[config.mk]
export PLATFORM = sky130hd
export DESIGN_NAME = pipe_ctrl
export DESIGN_NICKNAME = d
export VERILOG_FILES = /design/src/rtl/pipe_pkg.sv /design/src/rtl/pipe_ctrl_hazard_detect.sv /design/src/rtl/pipe_ctrl.sv
export SDC_FILE = /design/constraint.sdc
export NUM_CORES = 1
export LEC_CHECK = 0
export CAP_MARGIN = 5
export CORE_MARGIN = 10
export CORE_UTILIZATION = 40
export CTS_CLUSTER_SIZE = 20
export DETAILED_ROUTE_END_ITERATION = 10
export PLACE_DENSITY_LB_ADDON = 0.15
export SLEW_MARGIN = 0
export SYNTH_ARGS = -nofsm -noshare
export SYNTH_HDL_FRONTEND = slang
export SYNTH_SLANG_ARGS = --single-unit
export TNS_END_PERCENT = 1
[constraint.sdc]
create_clock -name clk -period 2.14 [get_ports clk]
set_input_delay 0.428 -clock clk [delete_from_list [all_inputs] [get_ports clk]]
set_output_delay 0.428 -clock clk [all_outputs]
set_load 0.03 [all_outputs]
[src/rtl/pipe_pkg.sv]
// Shared types and constants for the five-stage pipeline sequencer.
//   pipe_state_t   : sequencer FSM states
//   DEFAULT_HLT_OP : default halt opcode
//   WAIT_W/STALL_W : widths of the data-memory watchdog and stall counters
package pipe_pkg;

    typedef enum logic [1:0] {
        RUN       = 2'd0,
        DMEM_WAIT = 2'd1,
        HALT      = 2'd2
    } pipe_state_t;

    localparam logic [3:0]  DEFAULT_HLT_OP = 4'hF;
    localparam int unsigned WAIT_W         = 8;
    localparam int unsigned STALL_W        = 16;

endpackage

[src/rtl/pipe_ctrl_hazard_detect.sv]
// Combinational load-use hazard compare.
//   idex_MemRead, idex_RegRd      : load in ID/EX and its destination
//   ifid_RegRs/Rt, ifid_uses_rs/rt: sources read by the IF/ID instruction
//   loadUse                       : the IF/ID instruction needs the load result
module hazard_detect (
    input  logic       idex_MemRead,
    input  logic [3:0] idex_RegRd,
    input  logic [3:0] ifid_RegRs,
    input  logic [3:0] ifid_RegRt,
    input  logic       ifid_uses_rs,
    input  logic       ifid_uses_rt,
    output logic       loadUse
);

    logic rsHit;
    logic rtHit;

    always_comb begin
        rsHit   = ifid_uses_rs && (ifid_RegRs == idex_RegRd);
        rtHit   = ifid_uses_rt && (ifid_RegRt == idex_RegRd);
        // r0 is hard-wired zero, so a load targeting it never creates a dependency
        loadUse = idex_MemRead && (idex_RegRd != 4'd0) && (rsHit || rtHit);
    end

endmodule

[src/rtl/pipe_ctrl.sv]
// Central pipeline sequencer for the 16-bit five-stage CPU.
// Inputs : IF/ID, ID/EX, EX/MEM and MEM/WB control fields, imem_ready, dmem_ready.
// Outputs: per-stage write enables and flushes, PC branch select, dmem_req
//          (combinational); halted, timeout_err, stall_cycles (registered).
module pipe_ctrl
    import pipe_pkg::*;
#(
    parameter int unsigned DMEM_TIMEOUT = 255,
    parameter logic [3:0]  HLT_OP       = DEFAULT_HLT_OP
) (
    input  logic               clk,
    input  logic               rst,
    input  logic [3:0]         ifid_Opcode,
    input  logic [3:0]         ifid_RegRs,
    input  logic [3:0]         ifid_RegRt,
    input  logic               ifid_uses_rs,
    input  logic               ifid_uses_rt,
    input  logic               idex_MemRead,
    input  logic [3:0]         idex_RegRd,
    input  logic               exmem_Branch,
    input  logic               exmem_taken,
    input  logic               exmem_MemRead,
    input  logic               exmem_MemWrite,
    input  logic [3:0]         memwb_Opcode,
    input  logic               imem_ready,
    input  logic               dmem_ready,
    output logic               pc_wen,
    output logic               pc_sel_branch,
    output logic               ifid_wen,
    output logic               ifid_flush,
    output logic               idex_wen,
    output logic               idex_flush,
    output logic               exmem_wen,
    output logic               exmem_flush,
    output logic               memwb_wen,
    output logic               dmem_req,
    output logic               halted,
    output logic               timeout_err,
    output logic [STALL_W-1:0] stall_cycles
);

    localparam logic [WAIT_W-1:0] TIMEOUT_V = WAIT_W'(DMEM_TIMEOUT);

    pipe_state_t        state;
    pipe_state_t        nextState;
    logic [WAIT_W-1:0]  waitCnt;
    logic [WAIT_W-1:0]  waitNext;
    logic               timeoutFire;
    logic               advance;
    logic               memOp;
    logic               branchTaken;
    logic               loadUse;

    // Front-end decisions used whenever the pipeline is allowed to advance
    logic fPcWen;
    logic fSel;
    logic fIfidWen;
    logic fIfidFlush;
    logic fIdexFlush;
    logic fExmemFlush;

    hazard_detect u_hazard (
        .idex_MemRead (idex_MemRead),
        .idex_RegRd   (idex_RegRd),
        .ifid_RegRs   (ifid_RegRs),
        .ifid_RegRt   (ifid_RegRt),
        .ifid_uses_rs (ifid_uses_rs),
        .ifid_uses_rt (ifid_uses_rt),
        .loadUse      (loadUse)
    );

    assign memOp       = exmem_MemRead || exmem_MemWrite;
    assign branchTaken = exmem_Branch && exmem_taken;
    assign waitNext    = waitCnt + WAIT_W'(1);

    always_comb begin
        fPcWen      = 1'b1;
        fSel        = 1'b0;
        fIfidWen    = 1'b1;
        fIfidFlush  = 1'b0;
        fIdexFlush  = 1'b0;
        fExmemFlush = 1'b0;
        if (branchTaken) begin
            // The squash also kills any younger load-use or fetch stall
            fSel        = 1'b1;
            fIfidFlush  = 1'b1;
            fIdexFlush  = 1'b1;
            fExmemFlush = 1'b1;
        end else begin
            if (loadUse) begin
                fPcWen     = 1'b0;
                fIfidWen   = 1'b0;
                fIdexFlush = 1'b1;
            end
            // Holding IF/ID for a load-use wins over bubbling it for a fetch wait
            if (!imem_ready) begin
                fPcWen = 1'b0;
                if (!loadUse) fIfidFlush = 1'b1;
            end
            if (ifid_Opcode == HLT_OP) fPcWen = 1'b0;
        end
    end

    always_comb begin
        nextState     = state;
        timeoutFire   = 1'b0;
        advance       = 1'b0;
        pc_wen        = 1'b0;
        pc_sel_branch = 1'b0;
        ifid_wen      = 1'b0;
        ifid_flush    = 1'b0;
        idex_wen      = 1'b0;
        idex_flush    = 1'b0;
        exmem_wen     = 1'b0;
        exmem_flush   = 1'b0;
        memwb_wen     = 1'b0;
        dmem_req      = 1'b0;

        case (state)
            RUN: begin
                if (memwb_Opcode == HLT_OP) begin
                    nextState = HALT;
                end else if (memOp && !dmem_ready) begin
                    dmem_req  = 1'b1;
                    nextState = DMEM_WAIT;
                end else begin
                    dmem_req = memOp;
                    advance  = 1'b1;
                end
            end
            DMEM_WAIT: begin
                dmem_req = 1'b1;
                if (dmem_ready) begin
                    advance   = 1'b1;
                    nextState = RUN;
                end else if (waitNext == TIMEOUT_V) begin
                    timeoutFire = 1'b1;
                    nextState   = HALT;
                end
            end
            HALT: begin
            end
            default: nextState = RUN;
        endcase

        if (advance) begin
            pc_wen        = fPcWen;
            pc_sel_branch = fSel;
            ifid_wen      = fIfidWen;
            ifid_flush    = fIfidFlush;
            idex_wen      = 1'b1;
            idex_flush    = fIdexFlush;
            exmem_wen     = 1'b1;
            exmem_flush   = fExmemFlush;
            memwb_wen     = 1'b1;
        end

        if (rst) begin
            pc_wen        = 1'b0;
            pc_sel_branch = 1'b0;
            ifid_wen      = 1'b0;
            ifid_flush    = 1'b0;
            idex_wen      = 1'b0;
            idex_flush    = 1'b0;
            exmem_wen     = 1'b0;
            exmem_flush   = 1'b0;
            memwb_wen     = 1'b0;
            dmem_req      = 1'b0;
        end
    end

    always_ff @(posedge clk) begin
        if (rst) begin
            state        <= RUN;
            waitCnt      <= '0;
            stall_cycles <= '0;
            halted       <= 1'b0;
            timeout_err  <= 1'b0;
        end else begin
            state <= nextState;
            if (state != DMEM_WAIT && nextState == DMEM_WAIT) begin
                waitCnt <= '0;
            end else if (state == DMEM_WAIT && !dmem_ready) begin
                waitCnt <= waitNext;
            end
            if (nextState == HALT) halted <= 1'b1;
            if (timeoutFire) timeout_err <= 1'b1;
            if (state != HALT && !pc_wen && !pc_sel_branch && stall_cycles != '1) begin
                stall_cycles <= stall_cycles + STALL_W'(1);
            end
        end
    end

endmodule

[Word level (Yosys, flattened, before mapping)]
Index checks and enable logic that the tools add are counted.
Word-level totals
  register bits after elaboration: 28
  bits in latches: 0
  memory bits (writable): 0
  memory bits (read-only): 0
  input port bits: 31
  output and inout port bits: 28
  logic and storage cells: 76
  memories: 0
Operators by class
  add/sub/neg operators: 2
  multiply operators: 0
  div/mod/pow operators: 0
  order comparisons: 0
  equal/unequal tests: 12
  shift operators: 0
  multiplexer cells: 38
  bitwise gates (word level): 0
  reduce and logical (&&, ||, !) cells: 19
Operators with widths (count)
  1-bit 2-to-1 mux: 31
  16-bit by 1-bit adder with 16-bit output, second input constant: 1
  16-bit != test, second input constant: 1
  1-bit logical AND: 11
  8-bit by 1-bit adder with 8-bit output, second input constant: 1
  4-bit == test: 2
  4-bit == test, second input constant: 2
  8-bit == test, second input constant: 1
  2-bit 2-to-1 mux: 4
  2-bit one-hot mux with 3 select lines: 1
  2-bit by 1-bit == test with 1-bit output, second input constant: 2
  2-bit == test, second input constant: 2
  1-bit one-hot mux with 2 select lines: 2
  4-bit nonzero test: 1
  1-bit logical NOT: 3
  2-bit logical NOT: 1
  1-bit logical OR: 2
  2-bit by 1-bit != test with 1-bit output, second input constant: 1
  2-bit != test, second input constant: 1
  2-bit OR reduction: 1

[Longest topological paths before layout]
Gate-level depths: netlist (run 1).
  word-level depth: 14
  depth in mapped cells: 8
  depth with buffers taken out: 7

[Hierarchy]
Synthesis (run 1) repeated with hierarchy kept, for this count alone.
Unflattened totals
  cells, all modules: 207
  area, all modules: 1746.7 µm²
Modules (own cells, without submodules)
  pipe_ctrl: times used 1, cells an instance 193, area an instance 1642.8 µm², seq. area each 560.5 µm²
  hazard_detect: times used 1, cells an instance 14, area an instance 103.8 µm², seq. area each 0.0 µm²

[Least setup slack after synthesis (run 1)]
Ideal clock, no wire load.
  kind: register to register
  start point: reg stall_cycles[4]
  end point: reg stall_cycles[13]
  library setup time: 123 ps
  arrival: 2312 ps
  required time: 2017 ps
  slack: -296 ps
  cell stages (with the launch flop): 9
  buffers on the path: 1
  clock period less this slack: 2436 ps
  path through: dfxtp_1 > and3_4 > and3_4 > and3_4 > buf_6 > a221o_4 > a211oi_4 > nand4_1 > mux2_1
On the way
  word-level cells in the longest chain between the ends: 2
  elaborated cells between the ends (all ways): 3
  classes of those cells: add/sub (1); eq/ne (1); reduce/logical (1)
RTL lines
  from (decl): line pipe_ctrl.sv:39  | output logic [STALL_W-1:0] stall_cycles
  from (signal assigned): line pipe_ctrl.sv:189  | stall_cycles <= stall_cycles + STALL_W'(1);
  branches (longest 2 deep; another with 16-bit by 1-bit adder with 16-bit output)
Several ways; the timed one is not identified.
A chain may end at the register's enable or synchronous reset.

[Worst setup path after layout (run 1)]
  start point: in idex_RegRd[0]
  end point: out pc_wen
On the way
  word-level cells in the longest chain between the ends: 10
  elaborated cells between the ends (all ways): 14
  classes of those cells: eq/ne (2); mux (6); reduce/logical (6)
RTL lines
  from (decl): line pipe_ctrl.sv:19  | input logic [3:0] idex_RegRd,
  4-bit == test (on tied branches): line pipe_ctrl_hazard_detect.sv:19, pipe_ctrl_hazard_detect.sv:20
  1-bit logical AND (on tied branches): line pipe_ctrl_hazard_detect.sv:19, pipe_ctrl_hazard_detect.sv:20
  1-bit logical OR: line pipe_ctrl_hazard_detect.sv:22  | loadUse = idex_MemRead && (idex_RegRd != 4'd0) && (rsHit || rtHit);
  1-bit logical AND *: line pipe_ctrl_hazard_detect.sv:22
  1-bit 2-to-1 mux *: line pipe_ctrl.sv:90  | if (loadUse) begin
  1-bit 2-to-1 mux *: line pipe_ctrl.sv:96  | if (!imem_ready) begin
  1-bit 2-to-1 mux *: line pipe_ctrl.sv:100  | if (ifid_Opcode == HLT_OP) fPcWen = 1'b0;
  1-bit 2-to-1 mux *: line pipe_ctrl.sv:83  | if (branchTaken) begin
  1-bit 2-to-1 mux *: line pipe_ctrl.sv:146  | if (advance) begin
  1-bit 2-to-1 mux *: line pipe_ctrl.sv:158  | if (rst) begin
  to (decl): line pipe_ctrl.sv:27  | output logic pc_wen,
Every way passes the cells marked *; elsewhere a longest branch is shown, timed or not.

==> results of run 1 <==
==> layer usage <==
layer  track usage, %  part of all wire [%]  vias to the layer above
met5                0                     0                        -
met4            3.805                  0.86                        0
met3            3.027                   3.2                        5
met2            24.09                    58                       19
met1            12.49                    38                      719
li1                 -                     -                      820
==> registers in the layout, summed over array words and instances, names as in the netlist <==
name          count
timeout_err       1
waitCnt           8
stall_cycles     16
state             2
halted            1
==> power breakdown <==
part	switching (mW)	leakage (nW)	total (mW)	internal, mW
sequential	0.0144	0.229	0.547	0.533
combinational	0.166	0.790	0.337	0.171
clock	0.166	0.0357	0.416	0.251
==> per-stage QoR <==
step / TNS, ps / hold slack, ps / power (mW) / utilization (%) / area, sq um
after floorplan: -692.7 / 462.1 / 0.7183 / - / 1638
after global placement: -8891 / 458.6 / 0.8695 / 61.28 / 2416
after detailed placement: -9540 / 473.2 / 0.8736 / 61.28 / 2416
after CTS: 0 / 496.6 / 1.308 / 65.41 / 2579
after global routing: -530.6 / 515.1 / 1.364 / 66.17 / 2609
final: 0 / 486.8 / 1.300 / 66.17 / 2609
==> critical path: stages <==
cell             delay (ps)
clkdlybuf4s15_2         210
o41a_1                  450
nand4_1                 120
buf_4                   120
nand3_1                  80
a21oi_2                 150
buf_6                   150
==> what timing repair did <==
action / in CTS / in global routing
endpoints found under the setup margin: 26 / 14
gates resized for setup: 38 / 11
hold endpoints to repair: 0 / 0
buffers inserted: 4 / 0
hold buffers: 0 / 0
pin swaps: 10 / 9
==> worst max path at each step <==
stage / start / end / cells past startpoint
floorplan: stall_cycles[6] / stall_cycles[15] / 8
global placement: idex_RegRd[0] / stall_cycles[3] / 9
detailed placement: idex_RegRd[0] / stall_cycles[6] / 8
CTS: idex_RegRd[0] / pc_wen / 7
global route: stall_cycles[6] / stall_cycles[15] / 7
finish: idex_RegRd[0] / pc_wen / 7
==> area by class of cell <==
| cell class | instances | area (sq um) | share of cell area [%] |
|---|---|---|---|
| repair buffers | 91 | 803.3 | 30.79 |
| clock inverters | 1 | 30.03 | 1.151 |
| multi-input cells | 144 | 1080 | 41.39 |
| flip-flops and latches | 28 | 569.3 | 21.82 |
| clock buffers | 3 | 41.29 | 1.583 |
| well taps | 50 | 62.56 | 2.398 |
| inverters | 6 | 22.52 | 0.8633 |
==> logic make-up (layout without fill, tap and decap cells) <==
logic type	count (synthesis)	count (layout)
DFF	28	28
and+or+nand+nor	85	85
AOI/OAI and AO/OA	27	27
adders and majority gates	3	3
buffers and inverters	16	101
muxes	8	8
xor gates and xnor gates	21	21
==> layout by cell type (no fill, tap or decap), drive strengths merged, types with 2 or more instances in the layout <==
master	count
buf	44
nor2	33
clkdlybuf4s50	28
dfxtp	28
dlygate4sd2	15
xor2	12
nand3	9
xnor2	9
a21oi	9
nand4	8
nand2	7
mux2	7
nor2b	6
inv	6
and3	5
nor3	4
clkdlybuf4s15	4
a211oi	4
nand2b	3
a21bo	3
nand3b	3
ha	3
clkbuf	3
a41oi	2
a31oi	2
or2	2
==> impl_metrics.csv, run 1 <==
group,metric,value,unit
run,maxCapViolations,0,
worst_setup_path,worstReg2RegEnd,"stall_cycles[15]",
placed_design,place_ws,-569.1,ps
yosys,ys_seq_area_share,34.70,%
yosys,async_reset_ff_share,0,%
cells_and_area,drive_gt1_share,29.67,%
sta,rsz0062_at_grt,"true",
clocking,numCtsBuffers,3,
worst_hold_path,holdCritStartpoint,"timeout_err",
global_route,grt_use_total,12.39,%
sta,finalCriticalPeriod,2130,ps
yosys,netlist_instances,188,
placed_design,hpwlAfterDp,3645,microns
clocking,clk_pin_slew_worst_paths,90,ps
drt,totalWireLength,4435,microns
clocking,clock-sinks,28,
floorplanning,initial_core_util,40.97,%
worst_hold_path,hold_depth,2,
clocking,clockRootBuffer,"clkbuf_8",
worst_setup_path,r2r_slack,10,ps
power_and_ir_drop,cellPowerDensity,498.5,nW/um^2
floorplanning,die_x,83.55,microns
worst_hold_path,worst_hold_path_type,"reg -> reg",
floorplanning,die_y,83.55,microns
clocking,cts.htree.levels,1,
yosys,yosysMostFrequentCell,"nor2_1",
floorplanning,core,3943,sq um
sta,maxClockFrequency,469.6,MHz
worst_setup_path,path_class,"in -> out",
drt,drc_errors,0,
clocking,worstSkewPairLatency,280,ps
yosys,synth-adder-area-share,2.324,%
yosys,synthDominantCellAreaShare,34.70,%
yosys,synth_area_leaders,"dfxtp_1 35%, nor2_1 7.7%, xor2_1 6.5%, xnor2_1 4.9%, mux2_2 3.5%",
yosys,synth_compound_area_share,13.87,%
worst_setup_path,cp_data_arrival_time,1700,ps
floorplanning,rows,23,
sta,worst_pin_slew,329.4,ps
sta,final.period_utilization,99.51,%
sta,hold_viol_final,0,
drt,viasPerCell,4.839,
floorplanning,die_area,6980,sq um
yosys,synth-xor-area-share,11.39,%
drt,drtIter0Drc,61,
worst_setup_path,timing.rr.start,"stall_cycles[6]",
yosys,synth_edf_count,0,
yosys,synth_common_cells,"33 x nor2_1, 28 x dfxtp_1, 12 x xor2_1",
global_route,grt_pass1_wl,7362,microns
yosys,synthMuxAreaShare,5.500,%
sta,worst_slack,10.47,ps
global_route,antenna_found_initial,0,
placed_design,dp_cells,315,
sta,setup_viol,0,
cells_and_area,syn_to_final_growth,61.50,%
worst_setup_path,cp.required,1710,ps
cells_and_area,diodes,0,
worst_setup_path,cp_max_fo,3,
placed_design,io_buffers,58,
drt,wl_per_cell,13.73,microns
power_and_ir_drop,p_leak,1.054,nW
yosys,synth_top_cell_by_area,"dfxtp_1",
worst_setup_path,startpoint_type,"input pin",
yosys,synthesis.nets,222,
worst_hold_path,hold_path_end,"timeout_err",
cells_and_area,stdcell_count,323,
global_route,first_global_vias,1566,
placed_design,place_congestion,0.7949,
yosys,synth.cell_area,1615,sq um
yosys,ys_warn_count,0,
drt,firstDrtPassIters,4,
yosys,ys.flop_type,"dfxtp_1",
run_status,outcome,"finished, final reports clean",
worst_setup_path,worstSetupEndpointType,"output pin",
clocking,cts_buffer_depth,2,
worst_setup_path,reg2reg_depth,7,
global_route,grt_max_degree,31,
sta,worst_slew_margin_rel,77.98,%
floorplanning,num_io_pins,59,
yosys,synthSimpleGateAreaFrac,27.34,%
yosys,yosys_register_bits,28,
yosys,avgSynthCellArea,8.592,sq um
sta,drv_slew,0,
global_route,grt-ovfl-total,0,
yosys,synthDistinctLibCells,42,
cells_and_area,fill_cells,352,
clocking,cts_tree,"built",
cells_and_area,num-nets-final,308,
drt,vias,1563,
sta,skew,4.319,ps
yosys,synth_top_family_by_area,"simple AND/OR/NAND/NOR gates",
drt,ant_nets,0,
power_and_ir_drop,ir_drop,0.4014,mV
No activity file was read; power rests on OpenSTA's default activity.
==> run 2: changes to the inputs <==
--- a/config.mk
+++ b/config.mk
@@ -6,7 +6,6 @@
 export NUM_CORES = 1
 export LEC_CHECK = 0
 export CAP_MARGIN = 5
-export CORE_MARGIN = 10
 export CORE_UTILIZATION = 40
 export CTS_CLUSTER_SIZE = 20
 export DETAILED_ROUTE_END_ITERATION = 10
==> run 2 against run 1 <==
  * The run now ends with negative setup slack left
  * Critical path depth did not move
  * Routed wire length shrank 14%
  * Clock power is 22% lower
  * Sequential power about the same
  * Register-to-register slack is essentially flat
  * Hold slack got worse by 7.5 ps
  * First-iteration DRC count shrank 38%
  * Sequential cell count unchanged
  * Via count decreased by 0.90%
  * Global-route usage rose by 6.6 points
==> impl_metrics.csv, run 2 (same netlist as run 1, synthesis figures left out) <==
group,metric,value,unit
sta,rsz0062_at_grt,"true",
worst_setup_path,cp_data_arrival_time,1710,ps
global_route,grt_use_met2,32.22,%
clocking,cts_buffer_depth,2,
worst_setup_path,worstSetupEndpointType,"output pin",
global_route,antenna_found_initial,0,
placed_design,placed_area,2406,sq um
run,maxCapViolations,0,
floorplanning,die_x,65.55,microns
clocking,clock-sinks,28,
clocking,worstSkewPairLatency,270,ps
sta,maxClockFrequency,466.7,MHz
power_and_ir_drop,ir_drop,0.3178,mV
global_route,grt-ovfl-total,0,
global_route,grt.busiest_layer,"met2",
sta,finalCriticalPeriod,2143,ps
drt,wl_per_cell,11.91,microns
cells_and_area,design_area,2537,sq um
cells_and_area,drive_gt1_share,31.50,%
sta,skew,10.76,ps
drt,vias,1549,
clocking,cts_tree,"built",
floorplanning,die_y,65.55,microns
drt,drtIter0Drc,38,
cells_and_area,reg_top3,"stall_cycles (16), waitCnt (8), state (2)",
floorplanning,rows,22,
global_route,grt_pass1_wl,6451,microns
worst_setup_path,critPathTopFamily,"simple AND/OR/NAND/NOR gates",
cells_and_area,regMostFlops,"stall_cycles",
cells_and_area,final_common_cell,"buf_4",
cells_and_area,syn_to_final_growth,57.09,%
clocking,cts.htree.levels,1,
worst_setup_path,critical_path.cell_chain,"dlygate4sd2_1 -> buf_4 -> xnor2_2 -> nand4_1 -> and3_4 -> or2_4 -> buf_6",
sta,worst_pin_slew,426.1,ps
floorplanning,num_io_pins,59,
worst_setup_path,crit_buf_inv,3,
cells_and_area,num-nets-final,308,
cells_and_area,utilization,67.29,%
drt,totalWireLength,3822,microns
drt,viasPerCell,4.826,
worst_setup_path,cp_max_fo,3,
run_status,violations,"negative setup slack",
global_route,grt_use_total,19.02,%
sta,setup_viol,1,
floorplanning,initial_core_util,42.83,%
sta,final.period_utilization,100.1,%
global_route,first_global_vias,1481,
sta,worst_slack,-2.567,ps
cells_and_area,fill_cells,324,
drt,firstDrtPassIters,4,
drt,ant_nets,0,
sta,worst_slew_margin_rel,71.52,%
floorplanning,die_area,4296,sq um
worst_setup_path,reg2reg_depth,7,
run_status,outcome,"finished, violations left",
clocking,numCtsBuffers,3,
clocking,clk_pin_slew_worst_paths,90,ps
cells_and_area,final_cell_mix,"39 x buf_4, 32 x nor2_1, 27 x clkdlybuf4s50_1",
power_and_ir_drop,total_power,1.197,mW
worst_setup_path,startpoint_type,"input pin",
worst_setup_path,path_class,"in -> out",
global_route,grtUsageMet1,24.08,%
sta,drv_slew,0,
cells_and_area,largest_reg_flops,16,
global_route,grt_max_degree,25,
placed_design,hpwlAfterDp,2964,microns
worst_setup_path,cp.required,1710,ps
placed_design,place_congestion,0.7839,
worst_setup_path,max_stage_delay,240,ps
worst_setup_path,critPathSlowestCell,"dlygate4sd2_1",
sta,hold_viol_final,0,
placed_design,io_buffers,58,
drt,drc_errors,0,
floorplanning,core,3771,sq um
power_and_ir_drop,p_leak,1.051,nW
power_and_ir_drop,cellPowerDensity,471.9,nW/um^2
cells_and_area,diodes,0,
worst_hold_path,hold_depth,2,
worst_hold_path,worst_hold_path_type,"reg -> reg",
worst_setup_path,crit_cells,7,
clocking,clockRootBuffer,"clkbuf_8",
global_route,use_met3,3.993,%
-- run 2: cell type report --
cell class	count	area, sq um	share of cell area [%]
Timing Repair Buffer	91	780.7	30.77
Tap cell	48	60.06	2.367
Multi-Input combinational cell	144	1049	41.32
Sequential cell	28	570.5	22.49
Clock buffer	4	55.05	2.170
Inverter	6	22.52	0.8876
-- run 2: power by group --
group	internal, mW	switching [mW]	leakage (nW)
Sequential	0.533	0.0149	0.229
Combinational	0.165	0.160	0.793
Clock	0.165	0.160	0.0288
Total	0.862	0.335	1.05
-- run 2: worst paths after layout --
check / start / end / slack (ps)
max: idex_RegRd[1] / ifid_wen / -3
min: timeout_err / timeout_err / 480
max reg2reg: stall_cycles[6] / stall_cycles[15] / 10
min reg2reg: timeout_err / timeout_err / 480
-- run 2: what timing repair did --
| action | 4_1_cts | 5_1_grt |
|---|---|---|
| pin swaps | 10 | 16 |
| hold endpoints to repair | 0 | 0 |
| buffers inserted | 5 | 0 |
| resized for setup | 35 | 19 |
| hold buffers | 0 | 0 |
| setup endpoints to repair | 26 | 19 |
-- run 2: layer usage --
metal  wire length (microns)  part of all wire [%]
met1                    1785                    47
met2                    1907                    50
met3                      82                   2.1
met4                      46                   1.2
met5                       0                     0
-- run 2: stage by stage --
step / hold WS (ps) / TNS [ps] / setup slack [ps] / cells
final: 479.3 / -2.567 / -2.567 / 321
after global routing: 516.8 / -636.3 / -82.95 / 321
after CTS: 494.6 / 0 / 1.579 / 321
after detailed placement: 464.0 / -10090 / -616.6 / 312
after global placement: 464.1 / -8785 / -539.9 / 312
after floorplan: 462.1 / -692.7 / -158.3 / 188
-- run 2: tightest hold or removal path: stages (launching register included) --
cell,delay [ps]
dfxtp_1,340
nor2_1,50
nor2_1,70
